==> src/rtl/tiny_dnn_pkg.sv <==
// Shared constants and state encoding for the tiny_dnn neuron sequencer.
package tiny_dnn_pkg;
  localparam int F_SIZE = 1024;
  localparam int ADR_W  = 10;
  localparam logic [ADR_W-1:0] BIAS_ADR = ADR_W'(F_SIZE - 1);

  typedef enum logic [2:0] {
    S_IDLE,
    S_LOAD,
    S_EXEC,
    S_BIAS,
    S_DRAIN,
    S_FIN
  } seq_state_t;
endpackage

==> src/rtl/tiny_dnn_seq.sv <==
// Sequencer for one tiny_dnn_core MAC neuron: weight-load phase and
// compute phase (N exec cycles, one bias cycle, drain, result strobe).
module tiny_dnn_seq #(
  parameter int f_size = tiny_dnn_pkg::F_SIZE,
  parameter int ADR_W  = tiny_dnn_pkg::ADR_W
) (
  input  logic             clk,
  input  logic             reset,
  input  logic [ADR_W-1:0] cfg_len,
  input  logic             load_start,
  input  logic             run_start,
  input  logic             w_valid,
  output logic             w_ready,
  output logic             init,
  output logic             write,
  output logic             bwrite,
  output logic             exec,
  output logic             bias,
  output logic [ADR_W-1:0] ra,
  output logic [ADR_W-1:0] wa,
  output logic [ADR_W-1:0] in_adr,
  output logic             busy,
  output logic             sum_valid,
  output logic             done
);
  import tiny_dnn_pkg::*;

  localparam logic [ADR_W-1:0] LEN_MAX = ADR_W'(f_size - 2);
  localparam logic [ADR_W-1:0] BADR    = ADR_W'(f_size - 1);

  seq_state_t       state_q, state_d;
  logic [ADR_W-1:0] k_q, k_d;
  logic [ADR_W-1:0] len_q, len_d;
  logic [ADR_W-1:0] in_adr_q, in_adr_d;
  logic             run_q, run_d;
  logic [ADR_W-1:0] cfg_clamp;

  // Clamp keeps the data slots clear of the bias slot at f_size-1.
  assign cfg_clamp = (cfg_len > LEN_MAX) ? LEN_MAX : cfg_len;

  always_ff @(posedge clk) begin
    if (reset) begin
      state_q  <= S_IDLE;
      k_q      <= '0;
      len_q    <= '0;
      in_adr_q <= '0;
      run_q    <= 1'b0;
    end else begin
      state_q  <= state_d;
      k_q      <= k_d;
      len_q    <= len_d;
      in_adr_q <= in_adr_d;
      run_q    <= run_d;
    end
  end

  always_comb begin
    state_d   = state_q;
    k_d       = k_q;
    len_d     = len_q;
    in_adr_d  = in_adr_q;
    run_d     = run_q;
    w_ready   = 1'b0;
    init      = 1'b0;
    write     = 1'b0;
    bwrite    = 1'b0;
    exec      = 1'b0;
    bias      = 1'b0;
    ra        = '0;
    wa        = '0;
    sum_valid = 1'b0;
    done      = 1'b0;
    case (state_q)
      S_IDLE: begin
        if (load_start) begin
          state_d = S_LOAD;
          len_d   = cfg_clamp;
          k_d     = '0;
          run_d   = 1'b0;
        end else if (run_start) begin
          len_d = cfg_clamp;
          k_d   = '0;
          run_d = 1'b1;
          if (cfg_clamp == '0) begin
            state_d = S_BIAS;
          end else begin
            state_d  = S_EXEC;
            in_adr_d = '0;
          end
        end
      end
      S_LOAD: begin
        w_ready = 1'b1;
        wa      = k_q;
        if (w_valid) begin
          write = 1'b1;
          if (k_q == len_q) begin
            bwrite  = 1'b1;
            state_d = S_FIN;
          end else begin
            k_d = k_q + ADR_W'(1);
          end
        end
      end
      S_EXEC: begin
        exec = 1'b1;
        ra   = k_q;
        init = (k_q == '0);
        k_d  = k_q + ADR_W'(1);
        // The buffer read address runs in lockstep with k and freezes on the last data word.
        if (k_q == len_q - ADR_W'(1)) state_d = S_BIAS;
        else                          in_adr_d = k_q + ADR_W'(1);
      end
      S_BIAS: begin
        bias    = 1'b1;
        ra      = BADR;
        init    = (len_q == '0);
        state_d = S_DRAIN;
      end
      S_DRAIN: state_d = S_FIN;
      S_FIN: begin
        done      = 1'b1;
        sum_valid = run_q;
        state_d   = S_IDLE;
      end
      default: state_d = S_IDLE;
    endcase
  end

  assign in_adr = in_adr_q;
  assign busy   = (state_q != S_IDLE);
endmodule

==> config.mk <==
export PLATFORM = sky130hd
export DESIGN_NAME = tiny_dnn_seq
export DESIGN_NICKNAME = d
export VERILOG_FILES = /design/src/rtl/tiny_dnn_pkg.sv /design/src/rtl/tiny_dnn_seq.sv
export SDC_FILE = /design/constraint.sdc
export NUM_CORES = 1
export LEC_CHECK = 0
export BUFFER_PORTS_ARGS = -buffer_cell sky130_fd_sc_hd__buf_2
export CAP_MARGIN = 25
export CORE_ASPECT_RATIO = 1.25
export CORE_MARGIN = 10
export CORE_UTILIZATION = 39
export DETAILED_ROUTE_END_ITERATION = 10
export GPL_TIMING_DRIVEN = 0
export PLACE_DENSITY = 0.63
export SKIP_CTS_REPAIR_TIMING = 1
export SYNTH_ARGS = -nofsm -noshare
export SYNTH_HDL_FRONTEND = slang
export SYNTH_SLANG_ARGS = --single-unit
==> constraint.sdc <==
create_clock -name clk -period 3 [get_ports clk]
set_input_delay 0.15 -clock clk [delete_from_list [all_inputs] [get_ports clk]]
set_output_delay 0.15 -clock clk [all_outputs]
set_load 0.02 [all_outputs]
==> impl_metrics.json <==
{
  "gp_congestion": 0.878,
  "status": "finished, final reports clean",
  "syn_nets": 344,
  "fin_area_sq_um": 2910,
  "place_hpwl_mm": 5.91,
  "die_y_um": 108,
  "r2r_end": "k_q[5]",
  "drt-total-wl_mm": 7.49,
  "fin_crit_sh": 0.886,
  "p_switching_mw": 0.823,
  "grt.busiest_layer": "met2",
  "tightestPinTransition_ns": 0.716,
  "crit_fanout": 10,
  "ys_seq_area_frac": 0.284,
  "core_area_sq_um": 5900,
  "drc": 0,
  "n_antenna_cell": 0,
  "viasPerCell": 5.39,
  "antenna_left": 0,
  "relSlewSlack": 0.518,
  "grt_pass1_wl_mm": 12.2,
  "crit_path_end_kind": "flop",
  "drt_iter0_drc": 163,
  "fmax_mhz": 376,
  "cts_made_buffers": 5,
  "cts.path.max_buffers": 2,
  "power_frac_seq": 0.286,
  "startpoint_type": "flop",
  "wl_per_cell_um": 16.0,
  "die_x_um": 90.1,
  "grt.total_usage": 0.150,
  "synthesis.instances": 325,
  "r2r-start": "state_q[0]",
  "fillerInstances": 632,
  "cp_slowest_cell": "nor3_2",
  "p_int_mw": 1.14,
  "htree_num_levels": 2,
  "globalRouteOverflowTotal": 0,
  "clk_pin_slew_worst_paths_ns": 0.08,
  "antenna_found_initial": 0,
  "required_ns": 3.21,
  "yosys_warnings": 0,
  "place_area_sq_um": 2760,
  "start_util": 0.406,
  "drv_slew": 0,
  "power_frac_comb": 0.447,
  "syn2layout_area_growth_pct": 21.5,
  "ff2ff_setup_slack_ns": 0.34,
  "ir_drop_mv": 0.323,
  "finalClockSkew_ns": 0.0156,
  "holdWs_ns": 0.114,
  "async_reset_ff_frac": 0,
  "finalSetupViolCount": 0,
  "use_met1": 0.176,
  "cts_tree": "built",
  "num_rows": 31,
  "startpoint": "state_q[0]",
  "dr.pass1.iters": 4,
  "synth_flop_cell": "dfxtp_1",
  "cp.arrival_ns": 2.87,
  "reg2reg_depth": 7,
  "hold_path_class": "in -> reg",
  "grt_max_degree": 13,
  "switching_share": 0.420,
  "insertion_delay_ns": 0.30,
  "synth.distinct_cells": 48,
  "setup_tns_ns": 0,
  "p_leak_nw": 1.20,
  "root_buffer": "clkbuf_8",
  "die_area_sq_um": 9690,
  "slowest_delay_ns": 0.52,
  "pwr_density_cell_nw_per_um2": 673,
  "vias": 2523,
  "path_class": "reg -> reg",
  "drive_above_1_share": 0.194,
  "power_mw": 1.96,
  "timing_hold_violations_final": 0,
  "gr-usage-met3": 0.0356,
  "final_cells": 468,
  "cap_violations": 0,
  "portBuffers": 53,
  "period_needed_ns": 2.66,
  "ys_ff_latch": 34,
  "dp.cells": 460,
  "pin_count": 54,
  "first_global_vias": 2421,
  "gr-usage-met2": 0.258,
  "rsz0062_at_grt": "false",
  "cts_sinks": 34,
  "cp_cell_sequence": "inv_1 > nor3_2 > or3b_2 > o21ai_0 > buf_2 > a21oi_1 > a31oi_1",
  "syn_avg_cell_area_sq_um": 7.37,
  "clock_power_share": 0.267,
  "finalNetCount": 404,
  "synth_edf_count": 0,
  "syn_area_sq_um": 2390,
  "endpoint": "k_q[5]"
}
-- metal layers --
layer / part of all wire / vias to the layer above
met1: 0.42 / 1142
met2: 0.49 / 84
met5: 0 / -
li1: - / 1285
met4: 0.021 / 0
met3: 0.065 / 12
-- flip-flops by register name (all words and copies together), names as in the netlist --
name	flops
in_adr	10
k_q	10
len_q	10
run_q	1
state_q	3
-- worst max-delay path, delay by kind of cell, from the launching register on --
kind,cells,cell delay [ns]
flops,1,0.40
simple gates,2,1.01
compound gates,3,0.73
buf+inv,2,0.45
-- metrics by stage --
stage                     utilization  setup slack [ns]
after floorplan                     -             0.549
after CTS                       0.492            0.0422
after global routing            0.494             0.124
after global placement          0.469             0.104
after detailed placement        0.469            0.0450
final                           0.494             0.341
-- cell families after synthesis --
| kind of cell | after synthesis | synth area share |
|---|---|---|
| AND/OR/NAND/NOR | 148 | 0.315 |
| AO/OA/AOI/OAI | 74 | 0.217 |
| buffers and inverters | 40 | 0.0716 |
| flip-flops | 34 | 0.284 |
| XOR/XNOR | 25 | 0.0914 |
| adder cells (fa/ha/maj) | 4 | 0.0209 |
-- worst min-delay path by stage --
stage | startpoint | to | slack (ns) | depth (start not counted)
floorplan | load_start | run_q | 0.25 | 1
global placement | cfg_len[8] | len_q[8] | 0.42 | 3
detailed placement | cfg_len[6] | len_q[6] | 0.42 | 3
CTS | cfg_len[8] | len_q[8] | 0.11 | 3
global route | cfg_len[6] | len_q[6] | 0.13 | 3
finish | cfg_len[8] | len_q[8] | 0.11 | 3
-- synth_stat cells, types with 4 or more instances --
master | instances | area share
nand2_1 | 40 | 0.063
xnor2_1 | 14 | 0.051
nor2b_1 | 6 | 0.016
a32oi_1 | 7 | 0.026
dfxtp_1 | 34 | 0.28
a31oi_1 | 6 | 0.016
a211oi_1 | 8 | 0.025
ha_1 | 4 | 0.021
nor2_1 | 31 | 0.049
a21oi_1 | 22 | 0.046
inv_1 | 15 | 0.024
nor4_1 | 14 | 0.037
o21ai_0 | 10 | 0.021
nand3_1 | 14 | 0.029
clkbuf_1 | 19 | 0.030
nor3_1 | 7 | 0.015
nand4_1 | 5 | 0.013
and2_1 | 11 | 0.029
xor2_1 | 11 | 0.040
-- power by group through the flow --
stage / logic, mW / registers, mW / clock network, mW
floorplan: 0.625 / 0.570 / 0
finish: 0.877 / 0.560 / 0.523
global route: 0.973 / 0.569 / 0.539
CTS: 0.874 / 0.559 / 0.524
global placement: 0.867 / 0.568 / 0
detailed placement: 0.871 / 0.569 / 0
-- layout make-up --
type	instances	area [sq um]	share of cell area
multi-input cells	251	1550	0.534
flip-flops and latches	34	681	0.234
repair buffers	53	265	0.0911
plain buffers	25	115	0.0396
well taps	82	103	0.0353
clock buffers	5	68.8	0.0236
clock inverters	3	68.8	0.0236
inverters	15	56.3	0.0193
-- layout by cell type, fill, tap and decap left out, types with 4 or more instances in the layout --
cell type  instances
a211oi_1           8
a21oi_1           22
a31oi_1            6
a32oi_1            7
and2_1            11
buf_2             55
clkbuf_1          19
clkbuf_8           5
dfxtp_1           34
ha_1               4
inv_1             15
nand2_1           40
nand3_1           14
nand4_1            5
nor2_1            31
nor2b_1            6
nor3_1             6
nor4_1            14
o21ai_0           10
xnor2_1           14
xor2_1            11
Note: power is estimated with default switching activity, not from simulation.
